### config.mk
export PLATFORM = sky130hd
export DESIGN_NAME = step_sequencer_flat
export DESIGN_NICKNAME = d
export VERILOG_FILES = /design/src/rtl/proc_pkg.sv /design/src/rtl/step_sequencer_if.sv /design/src/rtl/step_counter.sv /design/src/rtl/step_sequencer.sv /design/src/flat_wrapper.sv
export SDC_FILE = /design/constraint.sdc
export NUM_CORES = 1
export LEC_CHECK = 0
export CAP_MARGIN = 20
export CELL_PAD_IN_SITES_DETAIL_PLACEMENT = 0
export CELL_PAD_IN_SITES_GLOBAL_PLACEMENT = 1
export CORE_UTILIZATION = 31
export CTS_CLUSTER_DIAMETER = 200
export DETAILED_ROUTE_END_ITERATION = 10
export PLACE_DENSITY_LB_ADDON = 0.2
export SLEW_MARGIN = 10
export SYNTH_ARGS = -nofsm -noshare
export SYNTH_HDL_FRONTEND = slang
export SYNTH_SLANG_ARGS = --single-unit
### constraint.sdc
create_clock -name clk -period 2.2 [get_ports clk]
set_input_delay 0.44 -clock clk [delete_from_list [all_inputs] [get_ports clk]]
set_output_delay 0.44 -clock clk [all_outputs]
set_load 0.03 [all_outputs]
### src/rtl/proc_pkg.sv
// Shared processor control definitions: opcodes, control-step constants and
// the per-opcode final step used by the step sequencer and datapath control.
package proc_pkg;

    localparam int unsigned STEP_W = 4;
    localparam int unsigned OPC_W  = 3;

    typedef logic [STEP_W-1:0] step_t;

    localparam step_t T0 = 4'd0;
    localparam step_t T1 = 4'd1;
    localparam step_t T2 = 4'd2;
    localparam step_t T3 = 4'd3;
    localparam step_t T4 = 4'd4;
    localparam step_t T5 = 4'd5;
    localparam step_t T6 = 4'd6;
    localparam step_t T7 = 4'd7;
    localparam step_t T8 = 4'd8;

    typedef enum logic [OPC_W-1:0] {
        OP_MV   = 3'b000,
        OP_MVI  = 3'b001,
        OP_ADD  = 3'b010,
        OP_SUB  = 3'b011,
        OP_LD   = 3'b100,
        OP_ST   = 3'b101,
        OP_MVNZ = 3'b110,
        OP_RSV  = 3'b111
    } opcode_e;

    // Last control step of each instruction; reserved opcodes end in T1.
    function automatic step_t final_step(input opcode_e opcode);
        step_t fs;
        fs = T1;
        case (opcode)
            OP_ADD, OP_SUB: fs = T3;
            OP_LD,  OP_ST:  fs = T4;
            default:        fs = T1;
        endcase
        return fs;
    endfunction

endpackage

### src/rtl/step_sequencer_if.sv
// Handshake between the instruction source and the step sequencer.
interface step_sequencer_if #(
    parameter int unsigned INSTR_W = 9
);

    logic                          run;
    logic                          stall;
    logic [INSTR_W-1:0]            instr;
    logic [proc_pkg::STEP_W-1:0]   current_state;
    logic [INSTR_W-1:0]            ir;
    logic                          ir_load;
    logic                          busy;
    logic                          done;
    logic                          illegal;

    modport master (
        output run, stall, instr,
        input  current_state, ir, ir_load, busy, done, illegal
    );

    modport slave (
        input  run, stall, instr,
        output current_state, ir, ir_load, busy, done, illegal
    );

endinterface

### src/rtl/step_counter.sv
// Control-step register with clear / hold / increment, clear having priority.
module step_counter
    import proc_pkg::*;
(
    input  logic  clk,
    input  logic  rst_n,
    input  logic  clear_i,
    input  logic  hold_i,
    input  logic  inc_i,
    output step_t count_o
);

    step_t count_q;

    always_ff @(posedge clk or negedge rst_n) begin
        if (!rst_n) begin
            count_q <= T0;
        end else if (clear_i) begin
            count_q <= T0;
        end else if (hold_i) begin
            count_q <= count_q;
        end else if (inc_i) begin
            count_q <= count_q + STEP_W'(1);
        end
    end

    assign count_o = count_q;

endmodule

### src/rtl/step_sequencer.sv
// Control-step sequencer: latches an instruction on run and walks T0..Tn,
// where n is the final step of the latched opcode, feeding the step decoder.
module step_sequencer
    import proc_pkg::*;
#(
    parameter int unsigned INSTR_W = 9
) (
    input  logic             clk,
    input  logic             rst_n,
    step_sequencer_if.slave  bus
);

    step_t              state_q;
    logic [INSTR_W-1:0] ir_q;
    opcode_e            opc;
    step_t              fin;
    logic               start_c;
    logic               in_range_c;
    logic               clear_c;
    logic               hold_c;
    logic               inc_c;

    // Next-step control; out-of-range values fall back to T0 regardless of stall.
    always_comb begin
        opc        = opcode_e'(ir_q[INSTR_W-1 -: OPC_W]);
        fin        = final_step(opc);
        start_c    = (state_q == T0) && bus.run && !bus.stall;
        in_range_c = (state_q <= T8);
        clear_c    = 1'b0;
        hold_c     = 1'b0;
        inc_c      = 1'b0;
        if (state_q == T0) begin
            inc_c = start_c;
        end else if (!in_range_c) begin
            clear_c = 1'b1;
        end else if (bus.stall) begin
            hold_c = 1'b1;
        end else if ((state_q == fin) || (state_q == T8)) begin
            clear_c = 1'b1;
        end else begin
            inc_c = 1'b1;
        end
    end

    step_counter u_step_counter (
        .clk     (clk),
        .rst_n   (rst_n),
        .clear_i (clear_c),
        .hold_i  (hold_c),
        .inc_i   (inc_c),
        .count_o (state_q)
    );

    // Instruction register only loads in the start cycle.
    always_ff @(posedge clk or negedge rst_n) begin
        if (!rst_n) begin
            ir_q <= '0;
        end else if (start_c) begin
            ir_q <= bus.instr;
        end
    end

    assign bus.current_state = state_q;
    assign bus.ir            = ir_q;
    assign bus.ir_load       = start_c;
    assign bus.busy          = (state_q != T0);
    assign bus.done          = in_range_c && (state_q != T0) && (state_q == fin) && !bus.stall;
    assign bus.illegal       = (state_q == T1) && (opc == OP_RSV);

endmodule

### src/flat_wrapper.sv
// flat-port wrapper written by rule: the top's interface ports become plain ports
module step_sequencer_flat import proc_pkg::*;
#(
    parameter int unsigned INSTR_W = 9
)
  (clk, rst_n, bus_run, bus_stall, bus_instr, bus_current_state, bus_ir, bus_ir_load, bus_busy, bus_done, bus_illegal);
  step_sequencer_if #(.INSTR_W(INSTR_W)) bus_i ();
  input  logic clk;
  input  logic rst_n;
  input wire logic [$bits(bus_i.run)-1:0] bus_run;
  input wire logic [$bits(bus_i.stall)-1:0] bus_stall;
  input wire logic [$bits(bus_i.instr)-1:0] bus_instr;
  output wire logic [$bits(bus_i.current_state)-1:0] bus_current_state;
  output wire logic [$bits(bus_i.ir)-1:0] bus_ir;
  output wire logic [$bits(bus_i.ir_load)-1:0] bus_ir_load;
  output wire logic [$bits(bus_i.busy)-1:0] bus_busy;
  output wire logic [$bits(bus_i.done)-1:0] bus_done;
  output wire logic [$bits(bus_i.illegal)-1:0] bus_illegal;
  assign bus_i.run = bus_run;
  assign bus_i.stall = bus_stall;
  assign bus_i.instr = bus_instr;
  assign bus_current_state = bus_i.current_state;
  assign bus_ir = bus_i.ir;
  assign bus_ir_load = bus_i.ir_load;
  assign bus_busy = bus_i.busy;
  assign bus_done = bus_i.done;
  assign bus_illegal = bus_i.illegal;
  step_sequencer #(.INSTR_W(INSTR_W)) u_core (.clk(clk), .rst_n(rst_n), .bus(bus_i));
endmodule
==> reports/metrics.cfg, run 1 <==
[synthesis]
synth_top_family_by_area=multiplexers
synth_top_area_share=0.449
synth_area_leaders=dfrtp_1 (45%), mux2_2 (14%), ha_1 (5.2%), a2111oi_4 (3.8%), nand2_1 (3.1%)
synth_top_cell_by_area=dfrtp_1
synth_compound_area_frac=0.150
synth_nets=80
synthAdderAreaFrac=0.0518
syn-cell-area_um2=724
synth-simple-area-share=0.149
synth-warning-count=0
avgSynthCellArea_um2=11.3
synth_cell_types=24
synth_seq_cells=13
synthMuxAreaShare=0.154
yosysSeqAreaShare=0.449
syn_inst=64
synth_xor_xnor_area_share=0.0242

[worst_setup_path]
crit_chain=xnor2_1 -> a2111oi_4 -> nor2_2 -> nor2_1 -> buf_4
ff2ff_path_depth=7
crit_slowest_cell=dfrtp_2
required_ns=1.76
r2r_slack_ns=0.39
cp-start-kind=register
slowest_delay_ns=0.45
path_buf_inv=1
r2r_end=u_core.u_step_counter.count_o[0]
crit_path_end_kind=primary output
timing.rr.start=u_core.u_step_counter.count_o[0]
worstSetupPathType=reg -> out
cp_max_fo=6
cp_data_arrival_time_ns=1.67
crit_family=flip-flops

[drt]
drc=0
ant_nets=0
drtIter0Drc=9
drtPass1Iterations=4
routedWlPerCell_um=12.5
routed-via-count=625
routed_wl_um=1630
vias_per_cell=4.77

[pwr]
peakVddDrop_mv=0.726
power_density_nw_per_um2=1520
p_leak_nw=0.475

[sta]
setup_ws_ns=0.0946
worst_pin_slew_ns=0.590
hold_viol=0
final.period_utilization=0.957
finalClockSkew_ns=0.00356
worst_hold_slack_ns=0.507
drv_slew=0
achievable-frequency_mhz=475
relSlewSlack=0.605
setup_viol=0
rsz0062_at_grt=true
fin_crit_ns=2.11

[finish]
nFillCells=222
synthToLayoutAreaGrowth_pct=54.8
drive_gt1_frac=0.291
final_cell_mix=clkdlybuf4s50_1 (25), buf_4 (10), dfrtp_1 (10)
fin_cells=131
final_util=0.507
layout_commonest_cell=clkdlybuf4s50_1
final_area_um2=1120
nets=120
n_antenna_cell=0

[global_routing]
grt_pass1_vias=608
track_usage=0.145
grt_pass1_wl_um=2750
grt_overflow_total=0
antenna_found_initial=0
grt_max_degree=14

[worst_hold_path]
worstHoldPathCells=1
hp-class=reg -> reg
min-delay-start=u_core.bus.ir[4]
min_to=u_core.bus.ir[4]

[placement]
dpl_cell_area_um2=1090
dp_slack_ns=0.123
dp.cells=127
dpl.hpwl_um=1250
gp_congestion=0.893
io_buffers=29

[clock_network]
numCtsBuffers=3
htreeDepth=1
clock_latency_ns=0.27
path_clk_slew_ns=0.08
cts_buffer_depth=2
clock_sinks=13
cts-root-buf=clkbuf_4
cts_tree=done
holdBufCountCts=0

[floorplanning]
initial_core_util=0.327
fp-row-count=17
dieArea_um2=2530
core_area_um2=2210
io_pins=30
dieWidth_um=50.3
die_h_um=50.3

[status]
outcome=finished, final reports clean

[job]
drv_cap=0

cell type report:
class | instances | area, um^2 | area share
Clock buffer | 4 | 26.3 | 0.0234
Inverter | 3 | 11.3 | 0.0100
Multi-Input combinational cell | 47 | 385 | 0.344
Sequential cell | 13 | 329 | 0.294
Tap cell | 28 | 35.0 | 0.0312
Timing Repair Buffer | 36 | 334 | 0.298
timing repair:
item                                    CTS  global route
resized for setup                         1             6
pin swaps                                 0             2
setup buffers                             0             0
endpoints found under the setup margin    1             2
synth_stat cells:
library cell,n
dfrtp_1,13
mux2_2,9
nand2_1,6
nor2_1,6
ha_1,3
inv_1,3
nand2b_1,2
nand3_1,2
nand4_1,2
o21ai_0,2
o31a_1,2
xnor2_1,2
a2111oi_4,1
and3_1,1
buf_2,1
mux2i_1,1
nor2b_2,1
nor3_1,1
nor3b_1,1
o21ba_2,1
o22ai_1,1
o31ai_1,1
o31ai_4,1
o32ai_1,1
stage by stage:
step           total power [W]  setup TNS, ns
5_1_grt                0.00182       -0.00872
2_1_floorplan          0.00113              0
3_3_place_gp           0.00156              0
4_1_cts                0.00172              0
6_report               0.00171              0
3_5_place_dp           0.00156              0
per-layer routing:
metal / global-route usage / up-vias / part of all wire
met1: 0.185 / 293 / 0.47
li1: - / 310 / -
met2: 0.224 / 18 / 0.46
met3: 0.0485 / 4 / 0.057
met4: 0.0556 / 0 / 0.015
met5: 0 / - / 0
flip-flops by register name, summed over array words and instances, names as in the netlist:
register / count
u_core.bus.ir: 9
u_core.u_step_counter.count_o: 4
logic make-up (layout without fill, tap and decap cells):
group,count (synthesis),in the layout
adders and majority gates,3,3
xor gates and xnor gates,2,2
DFF,13,13
buffers and inverters,4,43
AOI/OAI and AO/OA,10,10
muxes,10,10
and+or+nand+nor,22,22
worst max path at each step:
| stage | from | depth (start not counted) | to |
|---|---|---|---|
| floorplan | u_core.bus.ir[7] | 4 | bus_done |
| global placement | u_core.u_step_counter.count_o[1] | 5 | bus_illegal |
| detailed placement | u_core.u_step_counter.count_o[1] | 5 | bus_illegal |
| CTS | u_core.bus.ir[8] | 5 | bus_done |
| global route | u_core.bus.ir[8] | 5 | bus_done |
| finish | u_core.bus.ir[8] | 5 | bus_done |
worst reg2reg max path: stages (launching register included):
cell	delay, ns
dfrtp_1	0.41
inv_1	0.13
ha_1	0.23
nor2b_2	0.16
buf_4	0.16
o31a_1	0.29
o31a_1	0.24
o22ai_1	0.12
report_power, final:
group	leakage, nW	switching [W]	total (W)	internal [W]
clock network	0.0150	0.0000746	0.000145	0.0000703
registers	0.155	0.000116	0.000473	0.000357
logic	0.305	0.000573	0.00109	0.000514
total	0.475	0.000763	0.00171	0.000942
Note: power is estimated with default switching activity, not from simulation.
==> run 2, diff against run 1 <==
--- a/config.mk
+++ b/config.mk
@@ -11,6 +11,7 @@
 export CORE_UTILIZATION = 31
 export CTS_CLUSTER_DIAMETER = 200
 export DETAILED_ROUTE_END_ITERATION = 10
+export GPL_TIMING_DRIVEN = 1
 export PLACE_DENSITY_LB_ADDON = 0.2
 export SLEW_MARGIN = 10
 export SYNTH_ARGS = -nofsm -noshare
==> results of run 2 <==
Same layout as run 1: the final DEF is identical, and so are final timing and power.
==> run 3, diff against run 2 <==
--- a/config.mk
+++ b/config.mk
@@ -10,10 +10,13 @@
 export CELL_PAD_IN_SITES_GLOBAL_PLACEMENT = 1
 export CORE_UTILIZATION = 31
 export CTS_CLUSTER_DIAMETER = 200
+export CTS_CLUSTER_SIZE = 12
 export DETAILED_ROUTE_END_ITERATION = 10
 export GPL_TIMING_DRIVEN = 1
+export HOLD_SLACK_MARGIN = 0.15
 export PLACE_DENSITY_LB_ADDON = 0.2
 export SLEW_MARGIN = 10
 export SYNTH_ARGS = -nofsm -noshare
 export SYNTH_HDL_FRONTEND = slang
 export SYNTH_SLANG_ARGS = --single-unit
+export TNS_END_PERCENT = 20
==> results of run 3 <==
Same layout as run 1: the final DEF is identical, and so are final timing and power.
